===== src/rtl/ysyx_22050535_idu_stage_pkg.sv =====
// Shared decode definitions for the IDU stage: opcode constants, immediate
// formats and the default datapath width.
package ysyx_22050535_idu_stage_pkg;

   localparam int XLEN_DEFAULT = 32;

   localparam logic [6:0] OP_LUI    = 7'b0110111;
   localparam logic [6:0] OP_AUIPC  = 7'b0010111;
   localparam logic [6:0] OP_JAL    = 7'b1101111;
   localparam logic [6:0] OP_JALR   = 7'b1100111;
   localparam logic [6:0] OP_BRANCH = 7'b1100011;
   localparam logic [6:0] OP_LOAD   = 7'b0000011;
   localparam logic [6:0] OP_STORE  = 7'b0100011;
   localparam logic [6:0] OP_IMM    = 7'b0010011;
   localparam logic [6:0] OP_REG    = 7'b0110011;
   localparam logic [6:0] OP_SYSTEM = 7'b1110011;

   typedef enum logic [2:0] {
      IMM_NONE,
      IMM_I,
      IMM_S,
      IMM_B,
      IMM_U,
      IMM_J
   } imm_type_e;

endpackage


===== src/rtl/ysyx_22050535_imm_gen.sv =====
// Combinational RV32 immediate generator; builds the 32-bit immediate for the
// selected format and sign-extends it from inst[31] to XLEN.
module ysyx_22050535_imm_gen
   import ysyx_22050535_idu_stage_pkg::*;
#(
   parameter int XLEN = XLEN_DEFAULT
) (
   input  logic [31:7]     inst,
   input  imm_type_e       imm_type,
   output logic [XLEN-1:0] imm
);

   logic [31:0] imm32;

   always_comb begin
      imm32 = '0;
      case (imm_type)
         IMM_I:   imm32 = {{20{inst[31]}}, inst[31:20]};
         IMM_S:   imm32 = {{20{inst[31]}}, inst[31:25], inst[11:7]};
         IMM_B:   imm32 = {{19{inst[31]}}, inst[31], inst[7], inst[30:25], inst[11:8], 1'b0};
         IMM_U:   imm32 = {inst[31:12], 12'b0};
         IMM_J:   imm32 = {{11{inst[31]}}, inst[31], inst[19:12], inst[20], inst[30:21], 1'b0};
         default: imm32 = '0;
      endcase
   end

   assign imm = XLEN'($signed(imm32));

endmodule


===== src/rtl/ysyx_22050535_idu_stage.sv =====
// RV32I/RV32E decode stage with a registered output and 2-entry skid buffer.
// Define YSYX_22050535_IDU_PERF_EN to add the perf_decoded/perf_stall counters.
module ysyx_22050535_idu_stage
   import ysyx_22050535_idu_stage_pkg::*;
#(
   parameter int XLEN       = XLEN_DEFAULT,
   parameter int REG_ADDR_W = 5,
   parameter int INST_W     = 32
) (
   input  logic                  clk,
   input  logic                  rst,
   input  logic                  flush,
   input  logic                  in_valid,
   output logic                  in_ready,
   input  logic [XLEN-1:0]       in_pc,
   input  logic [INST_W-1:0]     in_inst,
   output logic                  out_valid,
   input  logic                  out_ready,
   output logic [XLEN-1:0]       out_pc,
   output logic [INST_W-1:0]     out_inst,
   output logic [6:0]            out_opcode,
   output logic [2:0]            out_func3,
   output logic [6:0]            out_func7,
   output logic [REG_ADDR_W-1:0] out_rs1,
   output logic [REG_ADDR_W-1:0] out_rs2,
   output logic [REG_ADDR_W-1:0] out_rd,
   output logic                  out_rs1_en,
   output logic                  out_rs2_en,
   output logic                  out_rd_we,
   output logic [XLEN-1:0]       out_imm,
   output logic                  out_illegal
`ifdef YSYX_22050535_IDU_PERF_EN
   ,
   output logic [31:0]           perf_decoded,
   output logic [31:0]           perf_stall
`endif
);

   localparam int BW = XLEN + INST_W + XLEN + 4;

   imm_type_e       imm_type;
   logic            rs1_use, rs2_use, rd_use, op_bad, reg_bad;
   logic            dec_illegal, dec_rs1_en, dec_rs2_en, dec_rd_we;
   logic [XLEN-1:0] dec_imm;
   logic [BW-1:0]   dec_bundle;

   always_comb begin
      imm_type = IMM_NONE;
      rs1_use  = 1'b0;
      rs2_use  = 1'b0;
      rd_use   = 1'b0;
      op_bad   = 1'b0;
      case (in_inst[6:0])
         OP_IMM, OP_LOAD, OP_JALR, OP_SYSTEM: begin
            imm_type = IMM_I;
            rs1_use  = 1'b1;
            rd_use   = 1'b1;
         end
         OP_STORE: begin
            imm_type = IMM_S;
            rs1_use  = 1'b1;
            rs2_use  = 1'b1;
         end
         OP_BRANCH: begin
            imm_type = IMM_B;
            rs1_use  = 1'b1;
            rs2_use  = 1'b1;
         end
         OP_LUI, OP_AUIPC: begin
            imm_type = IMM_U;
            rd_use   = 1'b1;
         end
         OP_JAL: begin
            imm_type = IMM_J;
            rd_use   = 1'b1;
         end
         OP_REG: begin
            rs1_use  = 1'b1;
            rs2_use  = 1'b1;
            rd_use   = 1'b1;
         end
         default: op_bad = 1'b1;
      endcase
      if (in_inst[1:0] != 2'b11) begin
         op_bad = 1'b1;
      end
   end

   // RV32E has only x0..x15: any referenced register with bit 4 set is illegal.
   generate
      if (REG_ADDR_W == 4) begin : g_rv32e
         assign reg_bad = (rs1_use & in_inst[19]) | (rs2_use & in_inst[24]) | (rd_use & in_inst[11]);
      end else begin : g_rv32i
         assign reg_bad = 1'b0;
      end
   endgenerate

   assign dec_illegal = op_bad | reg_bad;
   assign dec_rs1_en  = rs1_use & ~dec_illegal;
   assign dec_rs2_en  = rs2_use & ~dec_illegal;
   assign dec_rd_we   = rd_use & (in_inst[7 +: REG_ADDR_W] != '0) & ~dec_illegal;

   ysyx_22050535_imm_gen #(
      .XLEN(XLEN)
   ) u_imm_gen (
      .inst    (in_inst[31:7]),
      .imm_type(imm_type),
      .imm     (dec_imm)
   );

   assign dec_bundle = {in_pc, in_inst, dec_imm, dec_rs1_en, dec_rs2_en, dec_rd_we, dec_illegal};

   logic          main_valid_reg, main_valid_next;
   logic          skid_valid_reg, skid_valid_next;
   logic [BW-1:0] main_reg, main_next;
   logic [BW-1:0] skid_reg, skid_next;
   logic          accept, drain;

   // in_ready comes straight from a flop, so out_ready never reaches it combinationally.
   assign in_ready  = ~skid_valid_reg;
   assign out_valid = main_valid_reg;
   assign accept    = in_valid & in_ready;
   assign drain     = main_valid_reg & out_ready;

   always_comb begin
      main_valid_next = main_valid_reg;
      skid_valid_next = skid_valid_reg;
      main_next       = main_reg;
      skid_next       = skid_reg;
      if (flush) begin
         main_valid_next = 1'b0;
         skid_valid_next = 1'b0;
      end else if (drain) begin
         if (skid_valid_reg) begin
            main_next       = skid_reg;
            skid_valid_next = 1'b0;
         end else if (accept) begin
            main_next       = dec_bundle;
         end else begin
            main_valid_next = 1'b0;
         end
      end else if (accept) begin
         if (main_valid_reg) begin
            skid_next       = dec_bundle;
            skid_valid_next = 1'b1;
         end else begin
            main_next       = dec_bundle;
            main_valid_next = 1'b1;
         end
      end
   end

   always_ff @(posedge clk or posedge rst) begin
      if (rst) begin
         main_valid_reg <= 1'b0;
         skid_valid_reg <= 1'b0;
         main_reg       <= '0;
         skid_reg       <= '0;
      end else begin
         main_valid_reg <= main_valid_next;
         skid_valid_reg <= skid_valid_next;
         main_reg       <= main_next;
         skid_reg       <= skid_next;
      end
   end

   assign {out_pc, out_inst, out_imm, out_rs1_en, out_rs2_en, out_rd_we, out_illegal} = main_reg;
   assign out_opcode = out_inst[6:0];
   assign out_func3  = out_inst[14:12];
   assign out_func7  = out_inst[31:25];
   assign out_rs1    = out_inst[15 +: REG_ADDR_W];
   assign out_rs2    = out_inst[20 +: REG_ADDR_W];
   assign out_rd     = out_inst[7 +: REG_ADDR_W];

`ifdef YSYX_22050535_IDU_PERF_EN
   logic [31:0] perf_decoded_reg, perf_stall_reg;

   always_ff @(posedge clk or posedge rst) begin
      if (rst) begin
         perf_decoded_reg <= '0;
         perf_stall_reg   <= '0;
      end else begin
         if (out_valid && out_ready) begin
            perf_decoded_reg <= perf_decoded_reg + 32'd1;
         end
         if (in_valid && !in_ready) begin
            perf_stall_reg <= perf_stall_reg + 32'd1;
         end
      end
   end

   assign perf_decoded = perf_decoded_reg;
   assign perf_stall   = perf_stall_reg;
`endif

endmodule


===== config.mk =====
export PLATFORM = sky130hd
export DESIGN_NAME = ysyx_22050535_idu_stage
export DESIGN_NICKNAME = d
export VERILOG_FILES = /design/src/rtl/ysyx_22050535_idu_stage_pkg.sv /design/src/rtl/ysyx_22050535_imm_gen.sv /design/src/rtl/ysyx_22050535_idu_stage.sv
export SDC_FILE = /design/constraint.sdc
export NUM_CORES = 1
export LEC_CHECK = 0
export BUFFER_PORTS_ARGS = -buffer_cell sky130_fd_sc_hd__buf_2
export CORE_UTILIZATION = 54
export CTS_CLUSTER_DIAMETER = 100
export DETAILED_ROUTE_END_ITERATION = 10
export GPL_ROUTABILITY_DRIVEN = 0
export PLACE_DENSITY = 0.8
export SLEW_MARGIN = 20
export SYNTH_ARGS = -nofsm -noshare
export SYNTH_HDL_FRONTEND = slang
export SYNTH_SLANG_ARGS = --single-unit

===== constraint.sdc =====
create_clock -name clk -period 8.35 [get_ports clk]
set_input_delay 0.4175 -clock clk [delete_from_list [all_inputs] [get_ports clk]]
set_output_delay 0.4175 -clock clk [all_outputs]
set_load 0.005 [all_outputs]

=== Yosys cells after proc, flatten, opt, wreduce, memory -nomap -nowiden ===
Cells that the tools add are included.

* Register bits after elaboration: 202
* Latch bits: 0
* Bits in writable memories: 0
* Bits in read-only memories: 0
* Bits of input ports: 69
* Output and inout bits: 134
* Logic and storage cells: 69
* Memories: 0

* Add/sub/neg operators: 0
* $mul: 0
* Divide/modulo/power cells: 0
* Order comparisons: 0
* Equal/unequal tests: 19
* Shift-type cells: 0
* Muxes and demuxes: 21
* Bitwise operators: 10
* Reduce and logical (&&, ||, !) cells: 15

{| class="wikitable"
|+ Operators with widths
! operator !! count
|-
| $mux 100 || 5
|-
| $pmux 32 s5 || 1
|-
| $eq 7x7->1 const B || 4
|-
| $eq 7x6->1 const B || 3
|-
| $pmux 3 s5 || 1
|-
| $eq 7x5->1 const B || 2
|-
| $mux 1 || 14
|-
| $reduce_or 10->1 || 1
|-
| $reduce_and 4->1 || 2
|-
| $reduce_or 8->1 || 1
|-
| $eq 7x2->1 const B || 1
|-
| $reduce_or 7->1 || 1
|-
| $and 1x1->1 || 6
|-
| $eq 3x2->1 const B || 2
|-
| $eq 3x3->1 const B || 2
|-
| $ne 3x3->1 const B || 2
|-
| $reduce_bool 3->1 || 2
|-
| $reduce_bool 5->1 || 1
|-
| $not 1->1 || 4
|-
| $reduce_bool 2->1 || 2
|-
| $reduce_or 4->1 || 1
|-
| $eq 3x1->1 const B || 1
|-
| $reduce_and 3->1 || 1
|-
| $reduce_or 3->1 || 1
|-
| 4 further kinds || 4
|}

=== Depth between registers and ports, before layout ===
Gate-level depths: netlist (run 1).

* Word-level depth: 9
* Gate-level depth with buffers: 7
* Depth with buffers taken out: 5

=== Cells and area by module ===
A second synthesis (run 1) with hierarchy kept.

* Cell total of the unflattened synthesis: 911
* Area total of the unflattened synthesis: 9237.6 sq um

{| class="wikitable"
|+ Modules (own cells, without submodules)
! module !! times used !! cells an instance !! area each (sq um) !! sequential area each (sq um)
|-
| ysyx_22050535_idu_stage || 1 || 845 || 8847.2 || 5054.8
|-
| ysyx_22050535_imm_gen || 1 || 66 || 390.4 || 0.0
|}

=== Worst setup path after synthesis (run 1) ===
Ideal clock, no wire load.

* Kind: reg2reg
* From: register main_valid_reg, in the netlist out_valid
* To: register main_reg[16]
* Library setup time: 0.124 ns
* Arrival: 1.499 ns
* Required time: 8.226 ns
* Path slack: 6.727 ns
* Cell stages (with the launch flop): 8
* Path buffers: 2
* Clock period less this slack: 1.623 ns
* Path through: dfrtp_1 -> and2b_4 -> a211o_1 -> buf_6 -> buf_8 -> a21oi_2 -> nor2_1 -> a211o_1

* Cells in the longest elaborated chain, start to end: 3
* Elaborated cells between the ends (all ways): 5
* Those cells by class: 1 x eq/ne; 1 x mux; 1 x bitwise; 2 x reduce/logical

{| class="wikitable"
|+ Ends and longest elaborated chain
! element !! RTL line !! text
|-
| start: declaration || ysyx_22050535_idu_stage.sv:113 || <nowiki>logic main_valid_reg, main_valid_next;</nowiki>
|-
| start signal: assignment || ysyx_22050535_idu_stage.sv:160 || <nowiki>main_valid_reg <= main_valid_next;</nowiki>
|-
| $and 1x1->1 || ysyx_22050535_idu_stage.sv:123 || <nowiki>assign drain = main_valid_reg & out_ready;</nowiki>
|-
| $ne 2x1->1 (no source line) / $reduce_bool 2->1 (equally long branches) || n/a ||
|-
| $reduce_and 4->1 (no source line) || n/a ||
|-
| end signal: assignment || ysyx_22050535_idu_stage.sv:162 || <nowiki>main_reg <= main_next;</nowiki>
|-
| end: declaration || ysyx_22050535_idu_stage.sv:115 || <nowiki>logic [BW-1:0] main_reg, main_next;</nowiki>
|}

Several ways; a longest one is shown, not always the timed one.
A chain may end at the register's enable or synchronous reset.

=== Worst setup path in the final report (run 1) ===
Same ends and word-level chain as after synthesis.

==> results.json, run 1 <==
{
  "synth_edf_count": 0,
  "nNetsFinal": 1234,
  "start_util_pct": 55.30,
  "num_io_pins": 203,
  "synth_top_area_share_pct": 55.31,
  "grt_max_degree": 130,
  "powerDensity_nw_per_um2": 249.2,
  "fin_crit_ns": 3.056,
  "synth_fp_nets": 1108,
  "cts_tree": "built",
  "cp_data_required_time_ns": 8.79,
  "postCtsSetupRepairBufs": 0,
  "yosysTopAreaCell": "dfrtp_1",
  "yosysWarnings": 0,
  "dpl_cell_area_sq_um": 9873,
  "grt_use_total_pct": 26.13,
  "worstPathArrival_ns": 3.50,
  "worstSetupStartpoint": "out_valid$_DFFE_PP0P_",
  "via_per_inst": 5.489,
  "clk_pin_slew_ns": 0.06,
  "die_y_um": 132.1,
  "cts_resized": 0,
  "pwr-share-clk_pct": 34.4,
  "multiInputGateArea_sq_um": 3472,
  "areaGrowthSynthToFinish_pct": 15.27,
  "drcViolationCount": 0,
  "clock_path_buffers": 3,
  "grt_pass1_vias": 7224,
  "syn_area_sq_um": 9139,
  "p_leak_nw": 5.228,
  "drv_slew": 0,
  "drt_pass1_iterations": 5,
  "switching_share_pct": 27.78,
  "path_class": "reg -> reg",
  "synth-seq-cells": 202,
  "cap_violations": 0,
  "num_vias": 7668,
  "ys_top_cells_by_count": "nand2_1 (358), dfrtp_1 (202), nor2_1 (114)",
  "cts_hold_buf": 0,
  "rr_worst_depth": 6,
  "seqCellArea_sq_um": 5055,
  "p_int_mw": 1.896,
  "fillCellCount": 1410,
  "crit_path_start_kind": "register",
  "period_share_pct": 36.60,
  "drive_gt1_share_pct": 21.92,
  "first_iter_violations": 581,
  "cts_max_level": 1,
  "root_buffer": "clkbuf_16",
  "core_area_sq_um": 16520,
  "cts.sinks": 202,
  "rsz0062_at_grt": "false",
  "clock_skew_ns": 0.01499,
  "async_flop_share_pct": 100.0,
  "dpl.hpwl_mm": 13.35,
  "overflow": 0,
  "clk_latency_ns": 0.50,
  "synth_ff_type": "dfrtp_1",
  "tns_ns": 0,
  "r2r-end": "main_reg[16]$_DFFE_PP0P_",
  "fmax_mhz": 327.2,
  "reg2reg_slack_ns": 5.29,
  "die_area_sq_um": 17450,
  "design_area_sq_um": 10530,
  "worst_setup_path_end_kind": "register",
  "ys_types": 54,
  "power_frac_seq_pct": 48.9,
  "r2r-start": "out_valid$_DFFE_PP0P_",
  "finalSetupViolCount": 0,
  "rows": 47,
  "routedWlPerCell_um": 16.15,
  "syn-instance-count": 1039,
  "max_slew.worst_pin.slew_ns": 1.090,
  "path_max_fanout": 89,
  "hold_viol_final": 0,
  "outcome": "complete, no violations",
  "ir_worst_vdd_uv": 180.8,
  "p_switching_uw": 729.2,
  "io_buffers": 202,
  "syn_area_per_cell_sq_um": 8.796,
  "power_frac_comb_pct": 16.7,
  "totalWireLength_mm": 22.56,
  "postRouteAntennaNets": 0,
  "grt_pass1_wl_mm": 36.96,
  "ys_seq_area_share_pct": 55.31,
  "antenna_cells": 0,
  "yosys.cell_count.top_type": "nand2_1",
  "fp.dieW_um": 132.1,
  "yosys-top-cells-area": "dfrtp_1 (55%), nand2_1 (15%), a31oi_1 (5.1%)",
  "cts_buffers": 22,
  "antenna_found_initial": 0,
  "slew_headroom_pct": 27.32,
  "hp-class": "in -> async"
}
-- routing by layer --
metal | routed length (um) | global-route usage (%) | share of wire (%)
met5 | 0 | 0 | 0
met1 | 9928 | 37.30 | 44
met4 | 390 | 6.266 | 1.7
met2 | 10720 | 42.09 | 47
met3 | 1529 | 4.152 | 6.8
-- layout make-up --
| type | instances | share of cell area [%] |
|---|---|---|
| Sequential cell | 202 | 47.99 |
| Multi-Input combinational cell | 728 | 32.96 |
| Timing Repair Buffer | 207 | 9.954 |
| Clock buffer | 31 | 6.034 |
| Tap cell | 220 | 2.613 |
| Clock inverter | 5 | 0.2376 |
| Inverter | 4 | 0.2138 |
-- worst max-delay path by stage --
stage,to,slack [ns],depth (start not counted)
after global placement,main_reg[16]$_DFFE_PP0P_,5.22,7
after global routing,main_reg[16]$_DFFE_PP0P_,5.05,6
after floorplan,main_reg[0]$_DFFE_PP0P_,2.42,1
after detailed placement,main_reg[16]$_DFFE_PP0P_,5.16,7
final,main_reg[16]$_DFFE_PP0P_,5.29,6
after CTS,main_reg[16]$_DFFE_PP0P_,5.23,6
-- kinds of logic after synthesis --
group	synth area share (%)
AOI/OAI and AO/OA	13.70
xor gates and xnor gates	0.09586
buffers and inverters	7.064
DFF	55.31
and+or+nand+nor	23.82
-- per-stage QoR --
stage	setup slack [ns]	instances	utilization, %	hold WS [ns]	power (mW)
5_1_grt	5.051	1397	63.75	0.1227	2.763
2_1_floorplan	2.422	1039	-	0.4403	1.575
6_report	5.294	1397	63.75	0.1197	2.625
3_5_place_dp	5.157	1361	59.75	0.4575	1.739
3_3_place_gp	5.217	1361	59.75	0.4518	1.713
4_1_cts	5.228	1397	63.75	0.1092	2.644
-- cells in the final DEF, fill, tap and decap left out, types with 5 or more instances in the layout --
master and count:
dfrtp_1 202, nand2_1 357, a221o_1 6, a21oi_1 52
a211o_1 10, clkbuf_1 5, a21o_1 6, buf_4 5
and3_1 10, nand3_1 8, a22o_1 6, clkinv_2 5
or3_1 12, nor2_1 114, clkbuf_16 23, a31oi_1 74
o21ai_0 21, buf_2 202
-- power groups by stage --
| stage | logic (mW) | registers [mW] | clock network [mW] |
|---|---|---|---|
| floorplan | 0.287 | 1.29 | 0 |
| global placement | 0.423 | 1.29 | 0 |
| detailed placement | 0.441 | 1.30 | 0 |
| CTS | 0.444 | 1.28 | 0.917 |
| global route | 0.496 | 1.31 | 0.959 |
| finish | 0.438 | 1.28 | 0.903 |
-- worst max-delay path, stage by stage (launching register included) --
cell and delay (ns):
dfrtp_1 0.48, and2b_4 0.25, a211oi_4 0.18, buf_4 0.60, buf_4 0.77, and3_1 0.48
a211o_1 0.18
No activity file was read; power rests on OpenSTA's default activity.
==> run 2, diff against run 1 <==
==> constraint.sdc (replaced) <==
create_clock -name clk -period 2.99 [get_ports clk]
set_input_delay 0.1495 -clock clk [delete_from_list [all_inputs] [get_ports clk]]
set_output_delay 0.1495 -clock clk [all_outputs]
set_load 0.005 [all_outputs]
==> results.json, run 2 (same netlist as run 1, synthesis figures left out) <==
{
  "outcome": "complete, no violations",
  "hold_ws_ns": 0.02406,
  "num_io_pins": 203,
  "fin_crit_ns": 2.199,
  "fillCellCount": 1247,
  "hold_start": "in_valid",
  "die_y_um": 132.1,
  "grt_use_total_pct": 28.13,
  "fmax_mhz": 454.7,
  "path_class": "reg -> reg",
  "drive_gt1_share_pct": 21.62,
  "r2r-start": "out_valid$_DFFE_PP0P_",
  "start_util_pct": 55.30,
  "path_cells": "nand2_2 -> a211oi_4 -> buf_12 -> and3_1 -> a211o_1",
  "tns_ns": 0,
  "routedWlPerCell_um": 16.43,
  "slew_headroom_pct": 39.83,
  "areaGrowthSynthToFinish_pct": 24.19,
  "mostFrequentLayoutCells": "nand2_1 (357), buf_2 (202), dfrtp_1 (202)",
  "period_share_pct": 73.55,
  "finalSetupViolCount": 0,
  "critical-path-max-stage-delay_ns": 0.52,
  "drt_pass1_iterations": 4,
  "cts_tree": "built",
  "max_slew.worst_pin.slew_ns": 0.8993,
  "final_cells": 1469,
  "overflow": 0,
  "core_area_sq_um": 16520,
  "cts_max_level": 1,
  "clk_latency_ns": 0.49,
  "placed_cells_incl_taps": 1368,
  "rr_worst_depth": 5,
  "grt_max_degree": 165,
  "cp_data_required_time_ns": 3.42,
  "postRouteAntennaNets": 0,
  "antenna_cells": 0,
  "nNetsFinal": 1304,
  "worstPathArrival_ns": 2.63,
  "p_leak_nw": 5.565,
  "antenna_found_initial": 1,
  "whs_path_depth": 3,
  "io_buffers": 202,
  "crit_slowest_cell": "dfrtp_1",
  "rsz0062_at_grt": "false",
  "grt_pass1_vias": 7912,
  "totalWireLength_mm": 24.13,
  "first_iter_violations": 526,
  "cts_buffers": 21,
  "rows": 47,
  "num_vias": 8041,
  "root_buffer": "clkbuf_16",
  "clock_path_buffers": 3,
  "via_per_inst": 5.474,
  "ir_worst_vdd_uv": 364.4,
  "drcViolationCount": 0,
  "clock_skew_ns": 0.009631,
  "fin_util_pct": 68.68,
  "final_common_cell": "nand2_1",
  "hold_path_end": "skid_valid_reg$_DFFE_PP0P_",
  "crit_path_start_kind": "register",
  "cts.sinks": 202,
  "cap_violations": 0,
  "worst_setup_path_end_kind": "register",
  "drv_slew": 0,
  "hp-class": "in -> reg",
  "fp.dieW_um": 132.1,
  "dpl.hpwl_mm": 13.99,
  "reg2reg_slack_ns": 0.79,
  "hold_viol_final": 0,
  "cts_resized": 0,
  "path_max_fanout": 164,
  "clk_pin_slew_ns": 0.06,
  "die_area_sq_um": 17450,
  "grt_pass1_wl_mm": 39.89,
  "powerDensity_nw_per_um2": 683.4,
  "r2r-end": "main_reg[18]$_DFFE_PP0P_",
  "power_mw": 7.756
}
-- run 2: changes by cell type in the layout (fill, tap and decap cells not counted), moves of 2 or more --
| cell | delta |
|---|---|
| clkbuf_8 | -2 |
| clkinvlp_4 | +4 |
| dlygate4sd3_1 | +64 |
| bufinv_16 | +5 |
| clkbuf_1 | -4 |
| buf_4 | +4 |
| buf_12 | +3 |
| clkbuf_16 | -2 |
-- run 2: power by group --
group	internal, mW	switching [mW]
clock network	1.75	1.10
logic	0.612	0.704
registers	3.28	0.319
-- run 2: worst max path at each step --
stage                               start                       end  slack, ns  cells past startpoint
floorplan                             rst   main_reg[0]$_DFFE_PP0P_       0.22                      1
global placement    out_valid$_DFFE_PP0P_  main_reg[18]$_DFFE_PP0P_       0.79                      5
detailed placement  out_valid$_DFFE_PP0P_  main_reg[22]$_DFFE_PP0P_       0.73                      5
CTS                 out_valid$_DFFE_PP0P_  main_reg[18]$_DFFE_PP0P_       0.71                      5
global route        out_valid$_DFFE_PP0P_  main_reg[23]$_DFFE_PP0P_       0.56                      5
finish              out_valid$_DFFE_PP0P_  main_reg[18]$_DFFE_PP0P_       0.79                      5
-- run 2: timing repair --
item | in CTS | in global routing
setup buffers | 0 | 0
hold buffers | 64 | 0
endpoints found under the hold margin | 358 | 0
-- run 2: metrics by stage --
stage | setup slack [ns] | area, sq um
detailed placement | 0.7304 | 9960
CTS | 0.7096 | 11350
global placement | 0.7945 | 9960
global route | 0.5600 | 11350
floorplan | 0.2242 | 9143
finish | 0.7908 | 11350
-- run 2: cell type report --
| cell class | count | area (sq um) | area share [%] |
|---|---|---|---|
| clock buffers | 23 | 543.0 | 4.784 |
| clock inverters | 14 | 206.4 | 1.819 |
| inverters | 4 | 18.77 | 0.1654 |
| multi-input cells | 728 | 3472 | 30.59 |
| flip-flops and latches | 202 | 5055 | 44.54 |
| well taps | 220 | 275.3 | 2.425 |
| repair buffers | 278 | 1779 | 15.68 |
-- run 2: layer usage --
metal,global-route usage (%),vias to the layer above,share of wire (%),wire [um]
met4,10.08,2,2.7,646
met1,38.27,3850,42,10110
met3,4.191,49,7.2,1738
met5,0,-,0.041,10
met2,46.15,331,48,11630
li1,-,3809,-,-
-- run 2: critical path: cells and delay by family, from the launching register on --
family / cells / cell delay [ns]
buffers and inverters: 1 / 0.44
AOI/OAI and AO/OA: 2 / 0.51
DFF: 1 / 0.52
and+or+nand+nor: 2 / 0.61
==> run 3, diff against run 2 <==
--- a/config.mk
+++ b/config.mk
@@ -5,12 +5,13 @@
 export SDC_FILE = /design/constraint.sdc
 export NUM_CORES = 1
 export LEC_CHECK = 0
+export ABC_AREA = 1
 export BUFFER_PORTS_ARGS = -buffer_cell sky130_fd_sc_hd__buf_2
-export CORE_UTILIZATION = 54
+export CORE_UTILIZATION = 50
 export CTS_CLUSTER_DIAMETER = 100
 export DETAILED_ROUTE_END_ITERATION = 10
 export GPL_ROUTABILITY_DRIVEN = 0
-export PLACE_DENSITY = 0.8
+export PLACE_DENSITY = 0.77
 export SLEW_MARGIN = 20
 export SYNTH_ARGS = -nofsm -noshare
 export SYNTH_HDL_FRONTEND = slang
==> constraint.sdc (replaced) <==
create_clock -name clk -period 1.83 [get_ports clk]
set_input_delay 0.0915 -clock clk [delete_from_list [all_inputs] [get_ports clk]]
set_output_delay 0.0915 -clock clk [all_outputs]
set_load 0.005 [all_outputs]
==> results.json, run 3 <==
{
  "grt_pass1_vias": 8470,
  "cap_violations": 0,
  "dpl.hpwl_mm": 15.87,
  "ir_worst_vdd_uv": 693.1,
  "preCtsSetupSlack_ns": 0.1050,
  "synth_fp_nets": 1292,
  "fmax_mhz": 568.3,
  "syn_area_sq_um": 9582,
  "synth_ff_type": "dfrtp_1",
  "yosys-top-cells-area": "dfrtp_1 (53%), nand2_1 (16%), nor2_1 (7.0%)",
  "hp-class": "in -> async",
  "path_class": "reg -> reg",
  "start_util_pct": 51.05,
  "grt_use_total_pct": 26.32,
  "first_iter_violations": 879,
  "grt_max_degree": 124,
  "die_area_sq_um": 19720,
  "cts_tree": "built",
  "yosys.cell_count.top_type": "nand2_1",
  "fp.dieW_um": 140.4,
  "io_buffers": 202,
  "cp_num_buf_inv": 3,
  "synth_top_area_share_pct": 52.76,
  "worst_slack_ns": 0.07048,
  "antenna_found_initial": 0,
  "core_area_sq_um": 18770,
  "path_max_fanout": 65,
  "nNetsFinal": 1504,
  "num_vias": 8930,
  "ys_types": 25,
  "postRouteAntennaNets": 0,
  "antenna_cells": 0,
  "cp_data_required_time_ns": 2.25,
  "totalWireLength_mm": 25.80,
  "crit_slowest_cell": "dfrtp_1",
  "clk_latency_ns": 0.50,
  "syn-instance-count": 1223,
  "p_leak_nw": 6.309,
  "worst_setup_path_end_kind": "register",
  "areaGrowthSynthToFinish_pct": 26.31,
  "dpl_cell_area_sq_um": 10590,
  "crit_path_start_kind": "register",
  "grt_pass1_wl_mm": 42.01,
  "design_area_sq_um": 12100,
  "ys_seq_area_share_pct": 52.76,
  "clk_pin_slew_ns": 0.06,
  "slew_headroom_pct": 52.73,
  "max_slew.worst_pin.slew_ns": 0.7091,
  "yosysTopAreaCell": "dfrtp_1",
  "drcViolationCount": 0,
  "overflow": 0,
  "fillCellCount": 1583,
  "ys_top_cells_by_count": "nand2_1 (409), dfrtp_1 (202), nor2_1 (179)",
  "via_per_inst": 5.303,
  "hold_viol_final": 0,
  "yosysWarnings": 0,
  "worstPathArrival_ns": 2.18,
  "period_share_pct": 96.15,
  "mostFrequentLayoutCells": "nand2_1 (408), buf_2 (202), dfrtp_1 (202)",
  "fin_util_pct": 64.49,
  "final_cells": 1684,
  "drive_gt1_share_pct": 20.14,
  "cts.sinks": 202,
  "outcome": "complete, no violations",
  "cp_top_family": "buffers and inverters",
  "cts_buffers": 22,
  "clock_path_buffers": 3,
  "routedWlPerCell_um": 15.32,
  "clock_skew_ns": 0.009383,
  "final_common_cell": "nand2_1",
  "syn_area_per_cell_sq_um": 7.835,
  "root_buffer": "clkbuf_16",
  "synth_edf_count": 0,
  "num_io_pins": 203,
  "placed_cells_incl_taps": 1571,
  "tns_ns": 0,
  "drv_slew": 0,
  "finalSetupViolCount": 0,
  "path_cells": "inv_2 -> nand3_1 -> nor3_4 -> buf_4 -> buf_12 -> nor2_1 -> a31oi_1",
  "cts_max_level": 1,
  "rows": 50,
  "critical-path-max-stage-delay_ns": 0.43,
  "drt_pass1_iterations": 6,
  "async_flop_share_pct": 100.0,
  "powerDensity_nw_per_um2": 1051,
  "cts_resized": 0,
  "reg2reg_slack_ns": 0.07,
  "fin_crit_ns": 1.760,
  "synth-seq-cells": 202,
  "die_y_um": 140.4
}
-- run 3: cell types whose count changed after synthesis, sizes merged, moves of 10 or more --
cell / delta
a21oi: +77
a31oi: -49
a211o: -10
nor2: +65
and3: -11
inv: +32
nand2: +57
or3: -12
nand3: +69
-- run 3: repair_timing --
| item | 4_1_cts | 5_1_grt |
|---|---|---|
| setup buffers | 0 | 6 |
| hold buffers | 68 | 0 |
| endpoints found under the hold margin | 349 | 0 |
| endpoints found under the setup margin | 0 | 7 |
-- run 3: worst reg2reg max path, delay by kind of cell (launching register included) --
| family | cells | cell delay (ns) |
|---|---|---|
| buf+inv | 3 | 0.51 |
| simple gates | 3 | 0.58 |
| compound gates | 1 | 0.16 |
| flops | 1 | 0.43 |
-- run 3: layer usage --
layer / vias up / global-route usage (%) / wire length (um)
met4: 0 / 8.849 / 644
met3: 53 / 4.308 / 1997
li1: 4299 / - / -
met5: - / 0 / 0
met2: 371 / 43.37 / 12250
met1: 4207 / 35.45 / 10910
-- run 3: path summary, 6_finish.rpt --
kind | start | end | depth (start not counted)
max | skid_valid_reg$_DFFE_PP0P_ | skid_reg[20]$_DFFE_PP0P_ | 7
min | rst | skid_reg[82]$_DFFE_PP0P_ | 4
max reg2reg | skid_valid_reg$_DFFE_PP0P_ | skid_reg[20]$_DFFE_PP0P_ | 7
min reg2reg | skid_reg[64]$_DFFE_PP0P_ | skid_reg[64]$_DFFE_PP0P_ | 2
max in group asynchronous | rst | skid_reg[4]$_DFFE_PP0P_ | 4
min in group clk | in_pc[22] | skid_reg[90]$_DFFE_PP0P_ | 4
-- run 3: cells by family (layout without fill, tap and decap cells) --
group | Yosys count | after routing | share of synthesized area, %
compound gates | 187 | 187 | 10.29
simple gates | 684 | 684 | 28.86
buf+inv | 150 | 377 | 8.096
flops | 202 | 202 | 52.76
-- run 3: per-stage QoR --
step	power [mW]	hold slack, ns
after floorplan	7.183	0.1862
after global placement	7.868	0.2835
after detailed placement	7.952	0.2729
after CTS	12.79	0.2961
after global routing	13.40	0.3349
final	12.72	0.2941
-- run 3: layout make-up --
class / count / area, sq um / area share (%)
clock buffers: 30 / 651.9 / 5.386
clock inverters: 9 / 122.6 / 1.013
inverters: 37 / 142.6 / 1.179
multi-input cells: 871 / 3764 / 31.10
flip-flops and latches: 202 / 5055 / 41.77
well taps: 234 / 292.8 / 2.419
repair buffers: 301 / 2074 / 17.14
-- run 3: where the power goes --
group | switching, mW | total, mW | internal, mW
Sequential | 0.529 | 5.89 | 5.36
Combinational | 1.15 | 2.14 | 0.993
Clock | 1.77 | 4.68 | 2.91
Total | 3.45 | 12.7 | 9.26
